File: src/rtl/cla_adder_pipe_pkg.sv
// rtl/cla_adder_pipe_pkg.sv - shared constants and width legality check for the CLA adder pipeline
package cla_adder_pipe_pkg;

  localparam int   GRP    = 4;
  localparam logic OP_ADD = 1'b0;
  localparam logic OP_SUB = 1'b1;

  function automatic bit width_legal(input int w);
    return (w >= GRP) && (w <= 64) && ((w % GRP) == 0);
  endfunction

endpackage

File: src/rtl/cla_adder_pipe_cla4.sv
// rtl/cla_adder_pipe_cla4.sv - combinational 4-bit carry-lookahead unit
module cla4_unit (
  input  logic [3:0] g,
  input  logic [3:0] p,
  input  logic       cin,
  output logic [4:1] c,
  output logic       grp_g,
  output logic       grp_p
);

  assign grp_g = g[3] | (p[3] & g[2]) | (p[3] & p[2] & g[1]) | (p[3] & p[2] & p[1] & g[0]);
  assign grp_p = &p;

  assign c[1] = g[0] | (p[0] & cin);
  assign c[2] = g[1] | (p[1] & g[0]) | (p[1] & p[0] & cin);
  assign c[3] = g[2] | (p[2] & g[1]) | (p[2] & p[1] & g[0]) | (p[2] & p[1] & p[0] & cin);
  assign c[4] = grp_g | (grp_p & cin);

endmodule

File: src/rtl/cla_adder_pipe.sv
// rtl/cla_adder_pipe.sv - two-stage pipelined two-level CLA adder/subtractor with valid/ready
module cla_adder_pipe
  import cla_adder_pipe_pkg::*;
#(
  parameter int WIDTH = 16
) (
  input  logic             clk,
  input  logic             rst,
  input  logic             in_valid,
  output logic             in_ready,
  input  logic [WIDTH-1:0] a,
  input  logic [WIDTH-1:0] b,
  input  logic             cin,
  input  logic             op,
  output logic             out_valid,
  input  logic             out_ready,
  output logic [WIDTH-1:0] sum,
  output logic             cout,
  output logic             ovf,
  output logic             zero
);

  localparam int NGRP = WIDTH / GRP;

  if (!width_legal(WIDTH)) begin : g_width_bad
    $error("cla_adder_pipe: WIDTH must be a multiple of 4 in 4..64");
  end

  logic s1_valid, s1_adv, s2_adv;

  assign s2_adv   = !out_valid || out_ready;
  assign s1_adv   = !s1_valid || s2_adv;
  assign in_ready = s1_adv && !rst;

  // Stage 1: per-bit generate/propagate and group G/P
  logic [WIDTH-1:0]          bb, g_in, p_in;
  logic                      c0_in;
  logic [NGRP-1:0]           gg_in, gp_in;
  logic [NGRP-1:0][4:1]      unused_s1_c;

  assign bb    = (op == OP_SUB) ? ~b : b;
  assign c0_in = (op == OP_ADD) ? cin : 1'b1;
  assign g_in  = a & bb;
  assign p_in  = a ^ bb;

  for (genvar k = 0; k < NGRP; k++) begin : g_s1
    cla4_unit u_cla4 (
      .g     (g_in[GRP*k +: GRP]),
      .p     (p_in[GRP*k +: GRP]),
      .cin   (1'b0),
      .c     (unused_s1_c[k]),
      .grp_g (gg_in[k]),
      .grp_p (gp_in[k])
    );
  end

  logic [WIDTH-1:0] s1_g, s1_p;
  logic [NGRP-1:0]  s1_gg, s1_gp;
  logic             s1_c0;

  always_ff @(posedge clk) begin
    if (rst) begin
      s1_valid <= 1'b0;
    end else if (s1_adv) begin
      s1_valid <= in_valid;
    end
  end

  always_ff @(posedge clk) begin
    if (in_valid && in_ready) begin
      s1_g  <= g_in;
      s1_p  <= p_in;
      s1_gg <= gg_in;
      s1_gp <= gp_in;
      s1_c0 <= c0_in;
    end
  end

  // Stage 2: each group carry is a flat sum of products of G/P and c0
  logic [NGRP:0] cg;
  logic          acc, prod;

  always_comb begin
    cg    = '0;
    acc   = 1'b0;
    prod  = 1'b0;
    cg[0] = s1_c0;
    for (int k = 0; k < NGRP; k++) begin
      acc  = s1_gg[k];
      prod = s1_gp[k];
      for (int j = k - 1; j >= 0; j--) begin
        acc  = acc | (prod & s1_gg[j]);
        prod = prod & s1_gp[j];
      end
      cg[k+1] = acc | (prod & s1_c0);
    end
  end

  logic [WIDTH-1:0]     carry_in;
  logic [NGRP-1:0][3:1] c_grp;
  logic [NGRP-1:0]      unused_s2_c4, unused_s2_g, unused_s2_p;

  for (genvar k = 0; k < NGRP; k++) begin : g_s2
    logic [4:1] c_loc;
    cla4_unit u_cla4 (
      .g     (s1_g[GRP*k +: GRP]),
      .p     (s1_p[GRP*k +: GRP]),
      .cin   (cg[k]),
      .c     (c_loc),
      .grp_g (unused_s2_g[k]),
      .grp_p (unused_s2_p[k])
    );
    assign c_grp[k]        = c_loc[3:1];
    assign unused_s2_c4[k] = c_loc[4];
    assign carry_in[GRP*k +: GRP] = {c_grp[k], cg[k]};
  end

  logic [WIDTH-1:0] sum_nx;
  assign sum_nx = s1_p ^ carry_in;

  always_ff @(posedge clk) begin
    if (rst) begin
      out_valid <= 1'b0;
      sum       <= '0;
      cout      <= 1'b0;
      ovf       <= 1'b0;
      zero      <= 1'b0;
    end else if (s2_adv) begin
      out_valid <= s1_valid;
      if (s1_valid) begin
        sum  <= sum_nx;
        cout <= cg[NGRP];
        ovf  <= carry_in[WIDTH-1] ^ cg[NGRP];
        zero <= ~|sum_nx;
      end
    end
  end

endmodule
File: config.mk
export PLATFORM = sky130hd
export DESIGN_NAME = cla_adder_pipe
export DESIGN_NICKNAME = d
export VERILOG_FILES = /design/src/rtl/cla_adder_pipe_pkg.sv /design/src/rtl/cla_adder_pipe_cla4.sv /design/src/rtl/cla_adder_pipe.sv
export SDC_FILE = /design/constraint.sdc
export NUM_CORES = 1
export LEC_CHECK = 0
export CORE_MARGIN = 2
export CORE_UTILIZATION = 57
export CTS_BUF_LIST = sky130_fd_sc_hd__clkbuf_4 sky130_fd_sc_hd__clkbuf_8
export DETAILED_ROUTE_END_ITERATION = 8
export PLACE_DENSITY = 0.95
export REMOVE_ABC_BUFFERS = 1
export SYNTH_ARGS = -nofsm -noshare
export SYNTH_HDL_FRONTEND = slang
export SYNTH_SLANG_ARGS = --single-unit
File: constraint.sdc
create_clock -name clk -period 5.2 [get_ports clk]
set_clock_uncertainty 0.1 [all_clocks]
set_input_delay 1.04 -clock clk [delete_from_list [all_inputs] [get_ports clk]]
set_output_delay 1.04 -clock clk [all_outputs]
set_load 0.03 [all_outputs]
==> run summary <==
In this run the vertical extent of the chip is 73.9 µm. Of the available clock period, the critical path in the final layout requires 70.6%. In this run the most used layer during global routing was met2. For the worst setup path, the data required time is 4.06 ns. Measured in cells, the most critical reg-to-reg path has a length of 9. In this run the tightest slew margin relative to its limit is 34.8%. The starting density of the core was 59.0%. The met2 track demand over resource was 40.6%. Element type at the critical path end: a primary output. The area share of fa/ha/maj cells after synthesis is 8.98%, and the post-CTS resize count is 0.

The clock passes through at most 2 buffers. The first global-routing pass estimated 9.38 mm of wire. The endpoint identified for the worst register-to-register timing path is zero. The tools report the sum of negative setup slack as 0 ns. Clock root buffer master: sky130_fd_sc_hd__clkbuf_8.

Global routing consumed, over all layers together, 23.7% of the routing resources. The share of the synthesized area in the top cell type came out at 39.9%. The number of maximum-capacitance violations came out at 0. The tools report the worst hold path startpoint as sum[3]. The highest fanout seen on the critical path is 23.

CTS built an H-tree with a depth of 3. The layout has 286 filler cells. In this run the standard cell core region covers 0.00472 mm². After the first detailed-routing iteration, the DRC count stood at 157. In the final layout, the multi-input gates occupy 0.00122 mm². STA classifies the critical path startpoint as a primary input. TritonCTS built the clock tree.

Counting every instance in the synthesized netlist gives 242. 59 I/O pins were placed. The critical path in this run is classified as primary input to primary output. The flow ran to the end, and the final reports show no timing, DRC or antenna violations. In the post-synthesis netlist, the biggest area contributors are sky130_fd_sc_hd__edfxtp_1 40%, sky130_fd_sc_hd__dfxtp_1 15%, sky130_fd_sc_hd__ha_1 9.0%, sky130_fd_sc_hd__xor2_1 6.9%, sky130_fd_sc_hd__a21oi_1 4.3%. The run gives 378 as the post-layout instance count excluding filler cells.

The floorplan has 25 rows. The initial antenna violation count was 0. Setup repair after global routing left no endpoint under its margin. The placed wire-length estimate came out at 4.23 mm.

The final count of pins violating max slew was 0. In this run the horizontal extent of the chip is 73.9 µm. In this run the static leakage power is 1.39 nW. For this design, the sink count on the clock tree is 58. The xor and xnor fraction of the mapped netlist area works out to 8.49%.

The tools report the total congestion overflow after global routing as 0. The biggest area contributor in the post-synthesis netlist is sky130_fd_sc_hd__edfxtp_1. The final critical delay including setup and external delays works out to 3.67 ns. The count of nets left with antenna violations once routing finished came out at 0. The mean number of vias per cell works out to 5.61. Of the total synthesized cell area, the portion taken by AND, OR, NAND and NOR gates is 14.0%. Summing the areas of all compound-gate instances in the mapped netlist gives 12.4% of the synthesized area. The layout cell share with drive strength beyond 1 was 8.04%; the warning count from the yosys run was 0.

Based on the critical path, the design can be clocked at up to 272 MHz. Registers take 0.00153 mm². For the worst setup path, the data arrival time is 2.53 ns. The leading register cell type out of synthesis is sky130_fd_sc_hd__edfxtp_1. For this run, design rule violations remaining after detail routing come to 0. The synthesized design contains 37 enable-type register cells. In this run the tool buffered the top-level ports with 58 buffer cells.

The number of buffers created by CTS is 9. For the pin with the worst max-slew slack, the measured transition is 0.974 ns. The number of global-route vias before repair is 2,081, and the CTS clock-pin slew for the worst setup and hold paths is 0.06 ns.

Along the worst hold path, the cell count comes to 2. Yosys mapped the design onto 38 distinct sky130hd cell types. Entering global routing, the biggest net connects 38 pins. The final layout contains 364 nets. The worst-case IR drop observed on VDD is 262 µV. The final setup violation count is 0, and the final number of hold-violating endpoints is 0. The routed design has 6.01 mm of wire.

Post-CTS timing repair inserted 0 buffers for setup. In this run the power density over the cells is 325 mW/mm². Endpoint of the worst hold path: sum[3]. For met3 alone, demand over resource in global routing was 4.39%. In the final routed layout, each cell accounts on average for 15.9 µm. The logs give 2.45 ns for the worst reg-to-reg setup slack and 27.0% for the met1 capacity usage during global routing.

The area growth from synthesis to layout is 31.6%. Including well taps, the total number of placed cells is 362. The fraction of registers with async set or reset after synthesis was 0%; the count of TritonRoute iterations in the first routing pass was 4. The worst reg2reg path startpoint is s1_c0. Main combinational cell family by area after synthesis: simple AND/OR/NAND/NOR gates. The placer congestion estimate is 0.783.

For this run, the register share of the synthesized area comes to 55.0%. In this run the cell area of the synthesized design comes to 0.00279 mm². In this run the worst hold path is classified as register to register. In this run, synthesis produced a sequential element count of 58. Final cell utilization of the core: 77.6%.

The logs give 0 for the antenna diode count and 0.32 ns for the latest clock arrival within the worst-skew pair. For this block, the via count after detailed routing is 2,120. Hold repair after CTS inserted 0 buffers. After synthesis, the share of cell area in mux cells is 0%. The die outline area is 0.00546 mm², and the mean post-synth cell area is 11.5 µm².
[kinds of logic after synthesis]
logic type	count (synthesis)
DFF	58
AOI/OAI and AO/OA	53
xor gates and xnor gates	27
and+or+nand+nor	76
adders and majority gates	20
buffers and inverters	8
[sequential cells by signal (all words and copies together), names as in the netlist]
signal	cells
ovf	1
zero	1
out_valid	1
s1_gp	4
s1_valid	1
s1_g	12
sum	16
cout	1
s1_gg	4
s1_p	16
s1_c0	1
[report_power, final]
group / leakage (nW) / total, W / internal (W) / switching (W)
Sequential: 0.532 / 0.000545 / 0.000526 / 0.0000191
Combinational: 0.741 / 0.000196 / 0.0000921 / 0.000104
Clock: 0.117 / 0.000449 / 0.000285 / 0.000164
Total: 1.39 / 0.00119 / 0.000902 / 0.000287
[Yosys cell counts (2+ instances only)]
cell / count
sky130_fd_sc_hd__o21ai_1: 3
sky130_fd_sc_hd__and4_1: 5
sky130_fd_sc_hd__nand2b_1: 5
sky130_fd_sc_hd__nor2b_1: 7
sky130_fd_sc_hd__ha_1: 20
sky130_fd_sc_hd__nor2_1: 17
sky130_fd_sc_hd__edfxtp_1: 37
sky130_fd_sc_hd__nor3_1: 2
sky130_fd_sc_hd__nand2_1: 28
sky130_fd_sc_hd__a21o_1: 6
sky130_fd_sc_hd__a211oi_1: 4
sky130_fd_sc_hd__o21ai_0: 6
sky130_fd_sc_hd__nand4_1: 2
sky130_fd_sc_hd__clkbuf_1: 6
sky130_fd_sc_hd__o21bai_1: 2
sky130_fd_sc_hd__dfxtp_1: 21
sky130_fd_sc_hd__xor2_1: 22
sky130_fd_sc_hd__a21oi_1: 24
sky130_fd_sc_hd__xnor2_1: 5
sky130_fd_sc_hd__nand3_1: 2
[placed cells by master (no fill, tap or decap), drive strengths merged, types with 2 or more instances in the layout]
master / instances
clkbuf: 15
clkdlybuf4s50: 58
nor2b: 7
o21bai: 2
dfxtp: 21
a21o: 7
nor2: 17
xor2: 22
ha: 20
nand2: 28
a211oi: 4
nor3: 2
nand3: 2
xnor2: 5
edfxtp: 37
buf: 3
nand2b: 5
a21oi: 25
and4: 5
nand4: 2
o21ai: 9
[area by class of cell]
class	count	share of cell area, %
sequential	58	41.8
multi-input combinational	176	33.4
clock buffer	15	5.29
tap	67	2.29
clock inverter	1	0.819
timing repair buffer	61	16.5
[metrics by stage]
stage                     cell area [µm²]  setup slack [ns]  total power (W)  hold slack, ns
after CTS                            3670              1.53          0.00119           0.359
after floorplan                      2760              2.04         0.000658           0.394
after global routing                 3670              1.48          0.00123           0.379
final                                3670              1.53          0.00119           0.356
after global placement               3440              1.58         0.000735           0.341
after detailed placement             3440              1.54         0.000746           0.350
[worst max-delay path, stage by stage]
cell                              delay [ns]
sky130_fd_sc_hd__clkdlybuf4s50_1        0.40
sky130_fd_sc_hd__buf_4                  0.21
sky130_fd_sc_hd__a21oi_1                0.18
sky130_fd_sc_hd__clkdlybuf4s50_1        0.70
[worst max-delay path by stage]
stage,start,end,slack (ns),depth (start not counted)
3_5_place_dp,rst,in_ready,1.54,4
2_1_floorplan,out_ready,s1_c0,2.04,3
5_1_grt,rst,in_ready,1.48,4
4_1_cts,rst,in_ready,1.53,4
6_report,rst,in_ready,1.53,4
3_3_place_gp,rst,in_ready,1.58,4
[metal layers]
metal	wire length [µm]	share of wire, %
met2	3110	52
met1	2420	40
met4	197	3.3
met5	0	0
met3	284	4.7
Note: power is estimated with default switching activity, not from simulation.
